===== config.mk =====
export PLATFORM = sky130hd
export DESIGN_NAME = spectrum_bar_writer_flat
export DESIGN_NICKNAME = d
export VERILOG_FILES = /design/src/rtl/spectrum_bar_writer_if.sv /design/src/rtl/spectrum_bar_writer.sv /design/src/flat_wrapper.sv
export SDC_FILE = /design/constraint.sdc
export NUM_CORES = 1
export LEC_CHECK = 0
export CORE_MARGIN = 2
export CORE_UTILIZATION = 60
export CTS_BUF_LIST = sky130_fd_sc_hd__clkbuf_8 sky130_fd_sc_hd__clkbuf_16
export DETAILED_ROUTE_END_ITERATION = 6
export DONT_BUFFER_PORTS = 1
export PLACE_DENSITY = 0.76
export RECOVER_POWER = 25
export SETUP_SLACK_MARGIN = 0.5
export SYNTH_ARGS = -nofsm -noshare
export SYNTH_HDL_FRONTEND = slang
export SYNTH_SLANG_ARGS = --single-unit

===== constraint.sdc =====
create_clock -name i_clk -period 8.4 [get_ports i_clk]
set_input_delay 0.84 -clock i_clk [delete_from_list [all_inputs] [get_ports i_clk]]
set_output_delay 0.84 -clock i_clk [all_outputs]
set_load 0.005 [all_outputs]

===== src/rtl/spectrum_bar_writer_if.sv =====
// Bar-write handshake from the complementer plus the frame-buffer write port.
// master = upstream/driver side, slave = spectrum_bar_writer.
interface spectrum_bar_writer_if #(
    parameter int ADDR_W = 10
);
    logic              frame_start;
    logic              sw_start;
    logic [6:0]        in_bar;
    logic              sw_busy;
    logic              mem_we;
    logic [ADDR_W-1:0] mem_addr;
    logic [7:0]        mem_data;

    modport master (
        output frame_start, sw_start, in_bar,
        input  sw_busy, mem_we, mem_addr, mem_data
    );

    modport slave (
        input  frame_start, sw_start, in_bar,
        output sw_busy, mem_we, mem_addr, mem_data
    );
endinterface


===== src/rtl/spectrum_bar_writer.sv =====
// Rasterizes one bar plus a decaying peak-hold dot into a packed frame-buffer column.
// state   | meaning
// S_IDLE  | waiting for sw_start; frame_start rewinds the column counter
// S_PEAK  | update peak/hold for the column, emit word 0
// S_WRITE | emit words 1..HEIGHT/8-1, then advance the column
module spectrum_bar_writer #(
    parameter int NUM_COLS = 64,
    parameter int HEIGHT   = 128,
    parameter int HOLD     = 15,
    parameter int ADDR_W   = 10
) (
    input  logic                  i_clk,
    input  logic                  i_rst_n,
    spectrum_bar_writer_if.slave  bus
);
    localparam int WPC    = HEIGHT / 8;
    localparam int WORD_W = (WPC > 1) ? $clog2(WPC) : 1;
    localparam int COL_W  = (NUM_COLS > 1) ? $clog2(NUM_COLS) : 1;
    localparam int HOLD_W = (HOLD > 0) ? $clog2(HOLD + 1) : 1;

    typedef enum logic [1:0] {S_IDLE, S_PEAK, S_WRITE} state_t;

    state_t              r_state, w_state_nxt;
    logic [COL_W-1:0]    r_col;
    logic [6:0]          r_bar;
    logic [WORD_W-1:0]   r_word;
    logic                r_fs_pend;
    logic [7:0]          r_peak [NUM_COLS];
    logic [HOLD_W-1:0]   r_hold [NUM_COLS];
    logic                r_busy, r_we;
    logic [ADDR_W-1:0]   r_addr;
    logic [7:0]          r_data;

    logic                w_last;
    logic [7:0]          w_bar_clamp, w_peak_old, w_peak_new, w_peak_use;
    logic [HOLD_W-1:0]   w_hold_old, w_hold_new;
    logic [WORD_W-1:0]   w_word_emit;
    logic [ADDR_W-1:0]   w_addr;
    logic [7:0]          w_data;
    logic [COL_W-1:0]    w_col_next;

    assign w_last = (r_word == WORD_W'(WPC - 1));

    always_ff @(posedge i_clk) begin
        if (!i_rst_n) r_state <= S_IDLE;
        else          r_state <= w_state_nxt;
    end

    always_comb begin
        w_state_nxt = r_state;
        case (r_state)
            S_IDLE:  if (bus.sw_start) w_state_nxt = S_PEAK;
            S_PEAK:  w_state_nxt = S_WRITE;
            S_WRITE: if (w_last) w_state_nxt = S_IDLE;
            default: w_state_nxt = S_IDLE;
        endcase
    end

    // Peak/hold update; only committed in S_PEAK, but word 0 needs the new value.
    always_comb begin
        w_peak_old  = r_peak[r_col];
        w_hold_old  = r_hold[r_col];
        w_bar_clamp = ({1'b0, r_bar} >= 8'(HEIGHT)) ? 8'(HEIGHT) : {1'b0, r_bar};
        w_peak_new  = w_peak_old;
        w_hold_new  = w_hold_old;
        if (w_bar_clamp >= w_peak_old) begin
            w_peak_new = w_bar_clamp;
            w_hold_new = HOLD_W'(HOLD);
        end else if (w_hold_old != '0) begin
            w_hold_new = w_hold_old - HOLD_W'(1);
        end else if (w_peak_old != 8'd0) begin
            w_peak_new = w_peak_old - 8'd1;
        end
    end

    always_comb begin
        logic [7:0] row;
        w_peak_use  = (r_state == S_PEAK) ? w_peak_new : w_peak_old;
        w_word_emit = (r_state == S_PEAK) ? '0 : r_word + WORD_W'(1);
        w_addr      = ADDR_W'(r_col) * ADDR_W'(WPC) + ADDR_W'(w_word_emit);
        w_data      = 8'h00;
        row         = 8'h00;
        for (int j = 0; j < 8; j++) begin
            row       = 8'({w_word_emit, 3'(j)});
            w_data[j] = (row < {1'b0, r_bar}) ||
                        ((w_peak_use != 8'd0) && (row == w_peak_use - 8'd1));
        end
    end

    assign w_col_next = (r_fs_pend || bus.frame_start || (r_col == COL_W'(NUM_COLS - 1)))
                        ? '0 : r_col + COL_W'(1);

    always_ff @(posedge i_clk) begin
        if (!i_rst_n) begin
            r_col     <= '0;
            r_bar     <= '0;
            r_word    <= '0;
            r_fs_pend <= 1'b0;
            r_busy    <= 1'b0;
            r_we      <= 1'b0;
            r_addr    <= '0;
            r_data    <= '0;
            for (int i = 0; i < NUM_COLS; i++) begin
                r_peak[i] <= '0;
                r_hold[i] <= '0;
            end
        end else begin
            case (r_state)
                S_IDLE: begin
                    if (bus.frame_start) r_col <= '0;
                    if (bus.sw_start) begin
                        r_bar     <= bus.in_bar;
                        r_busy    <= 1'b1;
                        r_fs_pend <= 1'b0;
                    end
                end
                S_PEAK: begin
                    r_peak[r_col] <= w_peak_new;
                    r_hold[r_col] <= w_hold_new;
                    r_word        <= '0;
                    r_we          <= 1'b1;
                    r_addr        <= w_addr;
                    r_data        <= w_data;
                    if (bus.frame_start) r_fs_pend <= 1'b1;
                end
                S_WRITE: begin
                    if (w_last) begin
                        r_we      <= 1'b0;
                        r_busy    <= 1'b0;
                        r_fs_pend <= 1'b0;
                        r_col     <= w_col_next;
                    end else begin
                        r_word <= r_word + WORD_W'(1);
                        r_addr <= w_addr;
                        r_data <= w_data;
                        if (bus.frame_start) r_fs_pend <= 1'b1;
                    end
                end
                default: ;
            endcase
        end
    end

    assign bus.sw_busy  = r_busy;
    assign bus.mem_we   = r_we;
    assign bus.mem_addr = r_addr;
    assign bus.mem_data = r_data;
endmodule

===== src/flat_wrapper.sv =====
// flat-port wrapper written by rule: the top's interface ports become plain ports
module spectrum_bar_writer_flat 
#(
    parameter int NUM_COLS = 64,
    parameter int HEIGHT   = 128,
    parameter int HOLD     = 15,
    parameter int ADDR_W   = 10
)
  (i_clk, i_rst_n, bus_frame_start, bus_sw_start, bus_in_bar, bus_sw_busy, bus_mem_we, bus_mem_addr, bus_mem_data);
  spectrum_bar_writer_if #(.ADDR_W(ADDR_W)) bus_i ();
  input  logic i_clk;
  input  logic i_rst_n;
  input wire logic [$bits(bus_i.frame_start)-1:0] bus_frame_start;
  input wire logic [$bits(bus_i.sw_start)-1:0] bus_sw_start;
  input wire logic [$bits(bus_i.in_bar)-1:0] bus_in_bar;
  output wire logic [$bits(bus_i.sw_busy)-1:0] bus_sw_busy;
  output wire logic [$bits(bus_i.mem_we)-1:0] bus_mem_we;
  output wire logic [$bits(bus_i.mem_addr)-1:0] bus_mem_addr;
  output wire logic [$bits(bus_i.mem_data)-1:0] bus_mem_data;
  assign bus_i.frame_start = bus_frame_start;
  assign bus_i.sw_start = bus_sw_start;
  assign bus_i.in_bar = bus_in_bar;
  assign bus_sw_busy = bus_i.sw_busy;
  assign bus_mem_we = bus_i.mem_we;
  assign bus_mem_addr = bus_i.mem_addr;
  assign bus_mem_data = bus_i.mem_data;
  spectrum_bar_writer #(.NUM_COLS(NUM_COLS), .HEIGHT(HEIGHT), .HOLD(HOLD), .ADDR_W(ADDR_W)) u_core (.i_clk(i_clk), .i_rst_n(i_rst_n), .bus(bus_i));
endmodule

**Yosys cells after proc, flatten, opt, wreduce, memory -nomap -nowiden**

Memories as Yosys holds them, arrays and structs flattened. A register that Yosys moved wholly into a read port is not among the register bits.
Index checks and enable logic that the tools add are counted.

- Output and inout port bits: 20
- Memories: 2
- Bits in registers: 40
- Word-level logic and storage cells: 118
- Bits of input ports: 11
- RAM bits: 768

Memories:

| memory | depth | width | rd ports | clocked after Yosys merged registers in | wr ports | RTL line | source |
|---|---|---|---|---|---|---|---|
| u_core.r_peak | 64 | 8 | 1 | 1 | 64 | spectrum_bar_writer.sv:28 | `logic [7:0] r_peak [NUM_COLS];` |
| u_core.r_hold | 64 | 4 | 1 | 1 | 64 | spectrum_bar_writer.sv:29 | `logic [HOLD_W-1:0] r_hold [NUM_COLS];` |

- Add/subtract/negate cells: 6
- Eq/ne operators: 16
- Order comparisons: 9
- Reduce and logical (&&, ||, !) cells: 34
- Multiplexer cells: 42

Operators by type and width:

| operator | count |
|---|---|
| $eq A7 B8 Y1 | 8 |
| $lt A7 B7 Y1 | 8 |
| $mux W6 | 9 |
| $mux W8 | 6 |
| $mux W4 | 5 |
| $pmux W10 S2 | 1 |
| $pmux W8 S2 | 1 |
| $reduce_bool A8 Y1 | 2 |
| $sub A8 B1 Y8 const B | 2 |
| $pmux W6 S2 | 1 |
| $mux W1 | 11 |
| $add A10 B4 Y10 | 1 |
| $logic_or A1 B1 Y1 | 10 |
| $mux W10 | 1 |
| $reduce_and A2 Y1 | 5 |
| $ge A7 B8 Y1 | 1 |
| $logic_and A1 B1 Y1 | 8 |
| $pmux W4 S2 | 1 |
| $reduce_or A8 Y1 | 1 |
| $add A6 B1 Y6 const B | 1 |
| $eq A6 B6 Y1 const B | 1 |
| $ne A2 B2 Y1 const B | 3 |
| $pmux W2 S3 | 1 |
| $reduce_and A3 Y1 | 2 |
| other kinds (14) | 17 |

**Longest topological paths before layout**

Gate-level depths: netlist of run 1.

- Depth after elaboration: 11
- Gate-level depth with buffers: 26
- Mapped depth without buffers: 19

**Least setup slack after synthesis of run 1**

Ideal clock, no wire load.

- Kind: flip-flop to flip-flop
- From: register (tool-made name)
- To: memory u_core.r_peak[10][5], data pin
- Data required time: 8,133 ps
- Setup time: 267 ps
- Arrival: 5,103 ps
- Clock period less this slack: 5,370 ps
- Buffers on the path: 7
- Stages on the path, launching flop included: 21
- Path slack: 3,030 ps
- Cells stage by stage: dfxtp_1 buf_4 buf_2 buf_2 buf_4 buf_2 clkbuf_1 mux4_2 mux4_2 mux4_2 inv_1 ha_1 inv_1 a311o_1 or3b_1 nor2_1 xor2_1 nor2_1 a21oi_1 clkbuf_1 nor2_1

RTL lines:

| item | RTL line |
|---|---|
| end, declared | spectrum_bar_writer.sv:28 |

==> results of run 1 <==
## power breakdown
part	total [mW]	switching [mW]	leakage [nW]	internal, mW
Clock	3.49	1.56	1.26	1.92
Sequential	4.72	0.102	7.86	4.62
Combinational	1.63	1.18	3.90	0.455
Total	9.84	2.84	13.0	7.00
## cell type report
type | instances | area share
Timing Repair Buffer | 54 | 0.01030
Inverter | 23 | 0.002166
Sequential cell | 814 | 0.6020
Multi-Input combinational cell | 1687 | 0.2979
Antenna cell | 2 | 0.0001256
Clock inverter | 64 | 0.009605
Tap cell | 782 | 0.02455
Clock buffer | 85 | 0.05336
## logic make-up (layout without fill, tap and decap cells)
kind of cell / Yosys count / count (layout) / share of synthesized area
other: 0 / 2 / 0
flip-flops: 814 / 814 / 0.6491
AND/OR/NAND/NOR: 1178 / 1178 / 0.1335
adder cells (fa/ha/maj): 21 / 21 / 0.007111
multiplexers: 281 / 281 / 0.1377
AO/OA/AOI/OAI: 190 / 190 / 0.03583
XOR/XNOR: 17 / 17 / 0.004030
buffers and inverters: 262 / 226 / 0.03281
## cell usage in the layout (no fill, tap or decap), drive strengths merged, types with 5 or more instances in the layout
cell type and instances:
nor2 826, edfxtp 768, nand2 212, mux4 179, clkbuf 97, mux2i 84, a21oi 51, dfxtp 46
buf 42, clkinv 41, inv 37, nand3 31, o21ai 28, nor2b 23, a22oi 21, ha 21
mux2 18, nand4 18, a31oi 15, xnor2 11, nand2b 11, o22ai 10, and2 10, or3 9
and3 8, a211oi 8, nor3 7, xor2 6, nor3b 6, clkinvlp 6, a221oi 6, o31ai 6
a22o 5
## sequential cells by signal, indices dropped and copies added, names as in the netlist, named ones only
| register | count |
|---|---|
| u_core.bus.mem_we | 1 |
| u_core.r_col | 6 |
| u_core.r_bar | 7 |
| u_core.bus.mem_data | 8 |
| u_core.bus.mem_addr | 10 |
| u_core.r_fs_pend | 1 |
| u_core.r_peak | 512 |
| u_core.r_hold | 256 |
| u_core.bus.sw_busy | 1 |
| u_core.r_word | 4 |
| u_core.r_state | 2 |
## stage by stage
stage	cell area [um2]	cells	hold slack (ns)	setup WS, ns
2_1_floorplan	36950	2763	0.4527	3.030
3_3_place_gp	37390	3360	0.4628	1.843
3_5_place_dp	37390	3360	0.4826	1.704
4_1_cts	39900	3509	0.3401	1.683
5_1_grt	39860	3509	0.3486	1.194
6_report	39860	3511	0.3505	1.662
## how the worst max path moves through the flow
stage	start	endpoint	slack, ns	cells after the start
3_3_place_gp	flop	u_core.bus.mem_data[6]	1.84	21
5_1_grt	flop	u_core.bus.mem_data[6]	1.19	21
4_1_cts	flop	u_core.bus.mem_data[6]	1.68	21
6_report	flop	u_core.bus.mem_data[6]	1.66	20
3_5_place_dp	flop	u_core.bus.mem_data[6]	1.70	21
2_1_floorplan	flop	u_core.r_peak[10][5]	3.03	20
## routing by layer
metal  track usage  vias up  share of wire
li1              -     9842              -
met1        0.4492    11960           0.35
met2        0.5180     1934           0.47
met3       0.08290      312           0.13
met4        0.1608        4          0.050
met5             0        -        0.00019
==> results.sh, run 1 <==
export IMPL_final_period_utilization=0.8022
export IMPL_drc=2
export IMPL_routedWlPerCell_um=29.82
export IMPL_viasPerCell=6.850
export IMPL_ctsResizeCount=0
export IMPL_syn_area_per_cell_um2=13.37
export IMPL_regToRegSetupSlack_ns=1.66
export IMPL_violations="design-rule violations, max-capacitance violations, max-slew violations"
export IMPL_setup_tns_ns=0
export IMPL_drive_gt1_frac=0.1595
export IMPL_final_hold_violation_count=0
export IMPL_cts_max_path_buffers=3
export IMPL_ant_nets=0
export IMPL_period_needed_ns=6.738
export IMPL_max_stage_delay_ns=1.03
export IMPL_n_fill_cell=4128
export IMPL_syn_num_nets=2795
export IMPL_fp_dieW_um=252.2
export IMPL_synthArstFlopShare=0
export IMPL_clkTransAtPathRegs_ns=0.06
export IMPL_yosysTopAreaCell="edfxtp_1"
export IMPL_syn_inst=2763
export IMPL_io_buffers=0
export IMPL_synthTopCellsByCount="nor2_1, edfxtp_1, nand2_1"
export IMPL_cp_cell_sequence="buf_4, mux2_2, o22ai_1, a221oi_1, o21ai_0, o32ai_1, inv_1, ha_1, a21o_1, a31oi_1, a21oi_4, buf_4, nor3_1, a32oi_1, nand2_1, nor4b_4, xor2_1, o31ai_2, nand2_1, o31ai_2"
export IMPL_yosysTopAreaCellShare=0.6242
export IMPL_clock_root_buffer="clkbuf_16"
export IMPL_netlist_area_um2=36950
export IMPL_dp_hpwl_mm=64.29
export IMPL_cp_end_kind="flop"
export IMPL_routed_wirelength_mm=104.7
export IMPL_p_total_mw=9.836
export IMPL_power_density_nw_per_um2=246.8
export IMPL_drt_first_iter_violations=3593
export IMPL_fin_util=0.6580
export IMPL_cts_sinks=814
export IMPL_cts_htree_levels=3
export IMPL_synth_area_top_cells="edfxtp_1, mux4_2, nor2_1"
export IMPL_rows=90
export IMPL_slew_viol_final=49
export IMPL_min_path_cells=2
export IMPL_yosys_warnings=0
export IMPL_ys_ff_latch=814
export IMPL_postCtsSetupBuffers=0
export IMPL_r2r_end="u_core.bus.mem_data[6]"
export IMPL_layout_nets=2694
export IMPL_synth_most_common_cell="nor2_1"
export IMPL_gp_congestion=0.9268
export IMPL_setup_violations=0
export IMPL_path_buf_inv=3
export IMPL_grt_pass1_vias=23490
export IMPL_maxSlewHeadroom=-0.1068
export IMPL_antenna_found_initial=4
export IMPL_crit_fanout=45
export IMPL_worst_path_max_delay_cell="dfxtp_4"
export IMPL_die_area_um2=63580
export IMPL_register_area_um2=24000
export IMPL_outcome="finished with violations"
export IMPL_drv_cap=2
export IMPL_grt_first_pass_wirelength_mm=153.4
export IMPL_core_um2=60580
export IMPL_arrival_ns=7.29
export IMPL_cts_made_buffers=82
export IMPL_firstDrtPassIters=7
export IMPL_grtUsageTotal=0.3342
export IMPL_yosysUniqueCellTypes=79
export IMPL_rsz0062_at_grt="false"
export IMPL_p_leak_nw=13.02
export IMPL_grt_overflow_total=0
export IMPL_ys_flop_type="edfxtp_1"
export IMPL_vias=24050
export IMPL_start_util=0.6099
export IMPL_synth_edf_count=768
export IMPL_clock_skew_ns=0.02749
export IMPL_insertion_delay_ns=0.64
export IMPL_hold_buffers=0
export IMPL_synth_seq_area_share=0.6491
export IMPL_tightest_slew_ns=1.643
export IMPL_multi_input_area_um2=11880
export IMPL_r2r_cells=20
export IMPL_chipHeight_um=252.2
export IMPL_whs_endpoint="u_core.r_bar[5]"
export IMPL_critPathLaunchType="flop"
export IMPL_ir_drop_mv=0.1654
export IMPL_min_delay_start="bus_in_bar[5]"
export IMPL_area_delta_synth_final_pct=7.883
export IMPL_grt_start_max_net_pins=78
export IMPL_critPathKind="reg2reg"
export IMPL_io_pins=31
export IMPL_required_ns=8.95
export IMPL_cts_tree="yes"
export IMPL_clock_fmax_mhz=148.4
export IMPL_cp_top_family="compound AO/OA/AOI/OAI gates"
export IMPL_holdCritPathClass="in2reg"
No activity file was read; power rests on OpenSTA's default activity.
==> run 2, diff against run 1 <==
clock period = 6.35 ns   (was 8.4 ns; I/O delays follow)
==> results.sh, run 2 (synthesis results as in run 1) <==
export IMPL_outcome="finished with violations"
export IMPL_violations="max-capacitance violations, max-slew violations"
export IMPL_required_ns=6.60
export IMPL_n_fill_cell=4069
export IMPL_arrival_ns=5.82
export IMPL_insertion_delay_ns=0.65
export IMPL_antenna_found_initial=4
export IMPL_drt_met1_wl_mm=36.72
export IMPL_final_cell_mix="nor2_1, edfxtp_1, nand2_1, mux4_2"
export IMPL_cts_htree_levels=3
export IMPL_drc=0
export IMPL_grt_first_pass_wirelength_mm=154.3
export IMPL_area_delta_synth_final_pct=9.593
export IMPL_period_needed_ns=5.576
export IMPL_critPathKind="reg2reg"
export IMPL_viasPerCell=6.828
export IMPL_clock_skew_ns=0.03340
export IMPL_drt_first_iter_violations=4324
export IMPL_r2r_start="u_core.r_state[1]"
export IMPL_dp_slack_ns=0.5560
export IMPL_start_util=0.6099
export IMPL_largest_reg_flops=512
export IMPL_grt_overflow_total=0
export IMPL_routedWlPerCell_um=29.82
export IMPL_worst_slack_ns=0.7744
export IMPL_die_area_um2=63580
export IMPL_cts_max_path_buffers=3
export IMPL_drive_gt1_frac=0.1772
export IMPL_power_switching_mw=3.802
export IMPL_crit_fanout=32
export IMPL_wl_met3_mm=14.83
export IMPL_vias=24280
export IMPL_register_area_um2=24000
export IMPL_power_density_nw_per_um2=327.3
export IMPL_whs_endpoint="u_core.r_bar[5]"
export IMPL_tightest_slew_ns=1.544
export IMPL_p_int_mw=9.451
export IMPL_highest_layer="met5"
export IMPL_min_delay_start="bus_in_bar[5]"
export IMPL_multi_input_area_um2=11890
export IMPL_grt_pass1_vias=23570
export IMPL_min_path_cells=2
export IMPL_combPwrFrac=0.178
export IMPL_cts_sinks=814
export IMPL_layout_nets=2741
export IMPL_grtUsageTotal=0.3352
export IMPL_final_hold_violation_count=0
export IMPL_dp_hpwl_mm=65.98
export IMPL_cts_made_buffers=80
export IMPL_ir_drop_mv=0.2354
export IMPL_setup_violations=0
export IMPL_rsz0062_at_grt="false"
export IMPL_cp_end_kind="flop"
export IMPL_maxSlewHeadroom=-0.04031
export IMPL_drv_cap=2
export IMPL_io_pins=31
export IMPL_holdCritPathClass="in2reg"
export IMPL_ant_nets=0
export IMPL_clkTransAtPathRegs_ns=0.06
export IMPL_core_um2=60580
export IMPL_clockPowerShare=0.353
export IMPL_gp_congestion=0.9239
export IMPL_p_leak_nw=13.42
export IMPL_fp_dieW_um=252.2
export IMPL_chipHeight_um=252.2
export IMPL_cts_tree="yes"
export IMPL_sequentialPowerShare=0.469
export IMPL_regMostFlops="u_core.r_peak"
export IMPL_final_period_utilization=0.8780
export IMPL_r2r_cells=7
export IMPL_final_common_cell="nor2_1"
export IMPL_routed_wirelength_mm=106.1
export IMPL_r2r_end="u_core.r_hold[39][3]"
export IMPL_firstDrtPassIters=6
export IMPL_clock_fmax_mhz=179.4
export IMPL_slew_viol_final=49
export IMPL_dr_wl_met2_mm=48.91
export IMPL_grt_start_max_net_pins=78
export IMPL_io_buffers=0
export IMPL_setup_tns_ns=0
export IMPL_switching_share=0.2869
export IMPL_rows=90
export IMPL_clock_root_buffer="clkbuf_16"
export IMPL_regToRegSetupSlack_ns=0.77
export IMPL_critPathLaunchType="flop"
run 2: repair_timing:
action	in CTS	in global routing
resized for setup	0	3
setup buffers	0	14
hold buffers	0	0
setup endpoints to repair	0	153
run 2: layout make-up:
class	count	share of cell area
clock buffer	82	0.05067
antenna	3	0.0001854
inverter	23	0.002225
timing repair buffer	103	0.02481
tap	782	0.02416
sequential	814	0.5926
multi-input combinational	1687	0.2937
clock inverter	62	0.01168
run 2: worst max path at each step:
stage | startpoint | to | cells past startpoint
detailed placement | flop | u_core.bus.mem_data[6] | 22
CTS | flop | u_core.bus.mem_data[6] | 20
global route | flop | u_core.bus.mem_data[6] | 17
global placement | flop | u_core.bus.mem_data[6] | 19
floorplan | flop | u_core.r_peak[10][5] | 20
finish | u_core.r_state[1] | u_core.r_hold[39][3] | 7
run 2: worst max-delay path, cell delays in order (launching register included):
cell and delay (ns):
dfxtp_1 0.34, inv_1 0.08, ha_1 0.14, clkbuf_1 1.10
nand2_1 0.63, nor2b_1 1.16, nand2_1 0.83, nand2_1 0.87
run 2: per-stage QoR:
stage	cells	cell area [um2]	power (mW)	hold slack [ns]	util
after floorplan	2763	36950	7.756	0.4527	-
after global placement	3395	37790	8.537	0.4628	0.6237
after detailed placement	3395	37790	8.590	0.4824	0.6237
after CTS	3539	40310	13.15	0.1339	0.6654
after global routing	3553	40490	13.54	0.1555	0.6683
final	3556	40490	13.25	0.1483	0.6684
run 2: power by group through the flow:
stage               Combinational (mW)  Sequential [mW]  Clock (mW)
floorplan                         1.49             6.27           0
global placement                  2.21             6.33           0
detailed placement                2.24             6.35           0
CTS                               2.26             6.24        4.66
global route                      2.45             6.23        4.86
finish                            2.36             6.21        4.68
run 2: per-layer routing:
layer	track usage	vias up
met5	0	-
met4	0.1719	4
met3	0.08373	322
met2	0.5115	2062
met1	0.4527	11960
li1	-	9932
